[src/rtl/pong_pkg.sv]
// pong_pkg: shared screen constants, quadrature step encoding and paddle mask helper.
//   SCREEN_H / PADDLE_LEN : default screen height and paddle length in rows
//   step_t                : decoded quadrature step (value = Gray index difference mod 4)
//   gray_step()           : classify a transition between two accepted A/B states
//   paddle_mask()         : row mask with bits [pos, pos+len-1] set
package pong_pkg;
    localparam int SCREEN_H   = 32;
    localparam int PADDLE_LEN = 8;

    // Encoded so that the value equals the Gray-index difference modulo 4.
    typedef enum logic [1:0] {
        STEP_NONE = 2'd0,
        STEP_FWD  = 2'd1,
        STEP_ERR  = 2'd2,
        STEP_REV  = 2'd3
    } step_t;

    // Position of an A/B pair in the cycle 00 -> 01 -> 11 -> 10.
    function automatic logic [1:0] gray_idx(input logic [1:0] ab);
        return {ab[1], ab[1] ^ ab[0]};
    endfunction

    function automatic step_t gray_step(input logic [1:0] from, input logic [1:0] to);
        logic [1:0] d;
        d = gray_idx(to) - gray_idx(from);
        return step_t'(d);
    endfunction

    function automatic logic [SCREEN_H-1:0] paddle_mask(input int p, input int len);
        logic [SCREEN_H-1:0] m;
        for (int i = 0; i < SCREEN_H; i++) m[i] = (i >= p) && (i < p + len);
        return m;
    endfunction
endpackage

[src/rtl/quad_decoder.sv]
// quad_decoder: synchronizes, debounces and Gray-decodes one quadrature encoder.
//   game_clk  in  : game clock
//   reset     in  : asynchronous active-high reset
//   enc_a/b   in  : raw encoder phases, asynchronous
//   step_fwd  out : one-cycle pulse on a forward transition
//   step_rev  out : one-cycle pulse on a reverse transition
//   err       out : one-cycle pulse when both phases changed at once
module quad_decoder
    import pong_pkg::*;
#(
    parameter int DEBOUNCE = 2
) (
    input  logic game_clk,
    input  logic reset,
    input  logic enc_a,
    input  logic enc_b,
    output logic step_fwd,
    output logic step_rev,
    output logic err
);
    localparam int CW = $clog2(DEBOUNCE + 1);

    logic [1:0]    s1, s2, cand, acc, acc_d;
    logic [CW-1:0] cnt, cnt_n;
    step_t         st;

    // cnt = consecutive cycles the candidate has been seen; saturates at DEBOUNCE.
    always_comb begin
        cnt_n = (s2 != cand) ? CW'(1) : (cnt == CW'(DEBOUNCE)) ? cnt : cnt + 1'b1;
        st    = gray_step(acc_d, acc);
    end

    always_ff @(posedge game_clk or posedge reset) begin
        if (reset) begin
            s1       <= '0;
            s2       <= '0;
            cand     <= '0;
            cnt      <= '0;
            acc      <= '0;
            acc_d    <= '0;
            step_fwd <= 1'b0;
            step_rev <= 1'b0;
            err      <= 1'b0;
        end else begin
            s1       <= {enc_a, enc_b};
            s2       <= s1;
            cand     <= s2;
            cnt      <= cnt_n;
            if (cnt_n == CW'(DEBOUNCE)) acc <= s2;
            acc_d    <= acc;
            step_fwd <= st == STEP_FWD;
            step_rev <= st == STEP_REV;
            err      <= st == STEP_ERR;
        end
    end
endmodule

[src/rtl/paddle_encoder.sv]
// paddle_encoder: turns one player's quadrature encoder into a saturating paddle position and mask.
//   game_clk  in  : 1 kHz game clock
//   reset     in  : asynchronous active-high reset
//   enc_a/b   in  : encoder phases, asynchronous
//   recenter  in  : force paddle to centre, discarding encoder steps
//   paddle    out : row mask, bits [pos, pos+LEN-1] set
//   pos       out : top row of the paddle, 0..HEIGHT-LEN
//   moved     out : one-cycle pulse when pos changes
//   enc_err   out : one-cycle pulse on an illegal two-phase transition
module paddle_encoder
    import pong_pkg::*;
#(
    parameter  int HEIGHT   = SCREEN_H,
    parameter  int LEN      = PADDLE_LEN,
    parameter  int STEPS    = 4,
    parameter  int DEBOUNCE = 2,
    parameter  int INVERT   = 0,
    localparam int PW       = $clog2(HEIGHT)
) (
    input  logic              game_clk,
    input  logic              reset,
    input  logic              enc_a,
    input  logic              enc_b,
    input  logic              recenter,
    output logic [HEIGHT-1:0] paddle,
    output logic [PW-1:0]     pos,
    output logic              moved,
    output logic              enc_err
);
    localparam logic [PW-1:0]     CENTRE  = PW'((HEIGHT - LEN) / 2);
    localparam logic [PW-1:0]     MAXP    = PW'(HEIGHT - LEN);
    localparam logic signed [4:0] SUB_MAX = 5'(STEPS - 1);
    localparam logic signed [4:0] SUB_MIN = -SUB_MAX;

    logic              step_fwd, step_rev, up, dn, moved_n;
    logic [PW-1:0]     pos_n;
    logic signed [4:0] sub, sub_n;

    quad_decoder #(.DEBOUNCE(DEBOUNCE)) u_dec (
        .game_clk(game_clk),
        .reset   (reset),
        .enc_a   (enc_a),
        .enc_b   (enc_b),
        .step_fwd(step_fwd),
        .step_rev(step_rev),
        .err     (enc_err)
    );

    // A completed row move at the screen edge still clears the substep.
    always_comb begin
        up      = (INVERT != 0) ? step_rev : step_fwd;
        dn      = (INVERT != 0) ? step_fwd : step_rev;
        pos_n   = pos;
        sub_n   = sub;
        moved_n = 1'b0;
        if (recenter) begin
            pos_n = CENTRE;
            sub_n = '0;
        end else if (up) begin
            if (sub == SUB_MAX) begin
                sub_n = '0;
                if (pos != MAXP) begin
                    pos_n   = pos + 1'b1;
                    moved_n = 1'b1;
                end
            end else begin
                sub_n = sub + 5'sd1;
            end
        end else if (dn) begin
            if (sub == SUB_MIN) begin
                sub_n = '0;
                if (pos != '0) begin
                    pos_n   = pos - 1'b1;
                    moved_n = 1'b1;
                end
            end else begin
                sub_n = sub - 5'sd1;
            end
        end
    end

    always_ff @(posedge game_clk or posedge reset) begin
        if (reset) begin
            pos    <= CENTRE;
            sub    <= '0;
            moved  <= 1'b0;
            paddle <= HEIGHT'(paddle_mask(int'(CENTRE), LEN));
        end else begin
            pos    <= pos_n;
            sub    <= sub_n;
            moved  <= moved_n;
            paddle <= HEIGHT'(paddle_mask(int'(pos_n), LEN));
        end
    end
endmodule

[config.mk]
export PLATFORM = sky130hd
export DESIGN_NAME = paddle_encoder
export DESIGN_NICKNAME = d
export VERILOG_FILES = /design/src/rtl/pong_pkg.sv /design/src/rtl/quad_decoder.sv /design/src/rtl/paddle_encoder.sv
export SDC_FILE = /design/constraint.sdc
export NUM_CORES = 1
export LEC_CHECK = 0
export BUFFER_PORTS_ARGS = -buffer_cell sky130_fd_sc_hd__clkbuf_2
export CORE_MARGIN = 1.5
export CORE_UTILIZATION = 30
export DETAILED_ROUTE_END_ITERATION = 6
export GPL_ROUTABILITY_DRIVEN = 0
export HOLD_SLACK_MARGIN = 0.12
export PLACE_DENSITY = 0.46
export SKIP_LAST_GASP = 1
export SYNTH_ARGS = -nofsm -noshare
export SYNTH_HDL_FRONTEND = slang
export SYNTH_HIERARCHICAL = 1
export SYNTH_SLANG_ARGS = --single-unit
[constraint.sdc]
create_clock -name game_clk -period 7.33 [get_ports game_clk]
set_clock_uncertainty 0.1 [all_clocks]
set_input_delay 1.466 -clock game_clk [delete_from_list [all_inputs] [get_ports game_clk]]
set_output_delay 1.466 -clock game_clk [all_outputs]
set_load 0.005 [all_outputs]
==> impl_metrics.toml <==
[logic_synthesis]
synth_top_family_by_area = "simple AND/OR/NAND/NOR gates"
synth_seq_cells = 58
ys_seq_area_share_pct = 51.32
ys_top_cells_by_count = "dfrtp_1 (48), nor2_1 (28), inv_1 (17), nand2_1 (16), a21oi_1 (12)"
yosys.area.top_type = "dfrtp_1"
synth.mux.area_fraction_pct = 1.447
synthAdderAreaFrac_pct = 4.825
async_reset_ff_share_pct = 100.0
syn_avg_cell_area_um2 = 10.57
yosys_warnings = 6
ys.flop_type = "dfrtp_1"
synth-simple-area-share_pct = 20.53
synth-edff-count = 0
yosysMostFrequentCell = "dfrtp_1"
syn_nets = 286
netlist_area_um2 = 2853
synth-xor-area-share_pct = 2.149
syn_inst = 270
yosys-top-cells-area = "dfrtp_1 (42%), dfstp_2 (9.2%), ha_1 (4.8%)"
synth_top_area_share_pct = 42.11
synth-compound-area-share_pct = 15.22
ys_types = 60

[critical_path]
crit_fanout = 15
arrival_ns = 4.07
cp-end-kind = "flip-flop"
rr_worst_depth = 10
reg2reg_slack_ns = 3.51
r2r_end = "paddle[8]"
cp-start-kind = "input pin"
worstReg2RegStart = "sub[1]"
crit_end = "paddle[8]"
critPathLaunch = "recenter"
cp_data_required_time_ns = 7.43
crit_type = "in -> reg"

[sta]
worst_pin_slew_ns = 1.085
hold_viol_final = 0
rsz0062_at_grt = "false"
setup_violations = 0
slew_headroom_pct = 27.09
period_share_pct = 54.12
fin_ws_ns = 3.363
finalMaxSlewViolations = 0
min_period_ns = 3.967
fin_setup_tns_ns = 0
fmax_mhz = 252.1

[clock_tree]
root_buffer = "clkbuf_8"
clock_latency_ns = 0.33
cts_resized = 0
htree_levels = 3
clockBufferDepth = 2
numCtsBuffers = 9
cts_tree = "built"
cts_setup_buffers = 0
cts_sinks = 58
path_clk_slew_ns = 0.06
cts_hold_buf = 0

[drt]
wl_per_cell_um = 14.71
ant_nets = 0
drt_first_pass_iters = 4
drcViolationCount = 0
drt-total-wl_um = 6559
drt_iter0_drc = 96
num_vias = 2166
viasPerCell = 4.857

[floorplan]
die_h_um = 100.5
dieArea_um2 = 10100
ios = 44
fp-row-count = 35
start_util_pct = 30.87
die_x_um = 100.5
coreArea_um2 = 9240

[finish]
final-seq-area_um2 = 1464
final_net_count = 328
multi_input_area_um2 = 1260
areaGrowthSynthToFinish_pct = 17.68
diodes = 0
layout-drive-gt1-share_pct = 27.44
fill_cells = 966

[placed_design]
port-buffer-count = 43
hpwl_um = 4455
dp_worst_setup_slack_ns = 2.995

[power_and_ir_drop]
peakVddDrop_uv = 129.6
power_density_nw_per_um2 = 242.7
p_leak_nw = 1.505

[grt]
grt_pass1_vias = 2059
antenna_found_initial = 0
grt_use_total_pct = 13.98
grt_max_degree = 44
grt_pass1_wl_um = 10670
overflow = 0

[run_status]
status = "completed"

[worst_hold_path]
hold_class = "reg -> reg"

[job]
cap_viol_max_count = 0
[cell families (layout without fill, tap and decap cells)]
kind of cell,count (synthesis),count (layout)
xor+xnor,7,7
fa+ha+maj,11,11
buf+inv,31,78
compound gates,58,58
mux,4,4
simple gates,101,101
flops,58,58
[flip-flops by register name (all words and copies together) (netlist names), 2 cells and up]
signal       cells
u_dec/acc        2
sub              5
u_dec/acc_d      2
u_dec/cnt        2
u_dec/cand       2
u_dec/s2         2
pos              5
u_dec/s1         2
paddle          32
[power by group]
| group | internal (mW) | switching [mW] |
|---|---|---|
| Sequential | 0.344 | 0.0551 |
| Combinational | 0.0703 | 0.0803 |
| Clock | 0.140 | 0.125 |
[worst min-delay path by stage]
stage,from,to,cells after the start,slack (ns)
finish,u_dec/s1[0],u_dec/s2[0],0,0.25
global route,u_dec/s1[0],u_dec/s2[0],0,0.26
CTS,u_dec/s1[0],u_dec/s2[0],0,0.25
detailed placement,u_dec/s1[1],u_dec/s2[1],0,0.24
global placement,u_dec/s1[0],u_dec/s2[0],0,0.24
floorplan,u_dec/s1[0],u_dec/s2[0],0,0.23
[through the flow]
step	util [%]	power (mW)	instance area, um2	std cells	hold WS [ns]
global route	36.33	0.8631	3357	446	0.2576
finish	36.33	0.8149	3357	446	0.2523
floorplan	-	0.5215	2853	270	0.2312
global placement	34.37	0.5559	3176	430	0.2378
detailed placement	34.37	0.5562	3176	430	0.2380
CTS	36.33	0.8257	3357	446	0.2549
[metal layers]
layer	global-route usage, %	wire length [um]	vias to the layer above
li1	-	-	1054
met1	19.21	3191	1061
met2	20.88	2955	44
met3	4.161	327	7
met4	5.200	85	0
met5	0	0	-
[layout by cell type, fill, tap and decap left out, types with 8 or more instances in the layout]
cell type / synthesis / final
ha_1: 11 / 11
a211oi_1: 8 / 8
o21ai_0: 10 / 10
a21oi_1: 12 / 12
clkbuf_8: 0 / 11
inv_1: 17 / 16
clkbuf_2: 0 / 43
nand2_1: 16 / 16
nand3_1: 11 / 11
dfstp_2: 10 / 10
nor2_1: 28 / 28
dfrtp_1: 48 / 48
[worst max-delay path: stages]
cell      delay, ns
clkbuf_2       0.32
nor4_1         0.09
mux2_2         0.29
a31oi_1        0.65
ha_1           0.62
inv_1          0.21
nand2_1        0.28
mux2i_1        0.13
[area by class of cell]
class,count,area share (%)
Tap cell,129,4.808
Timing Repair Buffer,44,6.634
Clock buffer,12,4.622
Inverter,18,2.013
Sequential cell,58,43.61
Clock inverter,4,0.7827
Multi-Input combinational cell,181,37.53
Power figures use the tool's default switching activity.
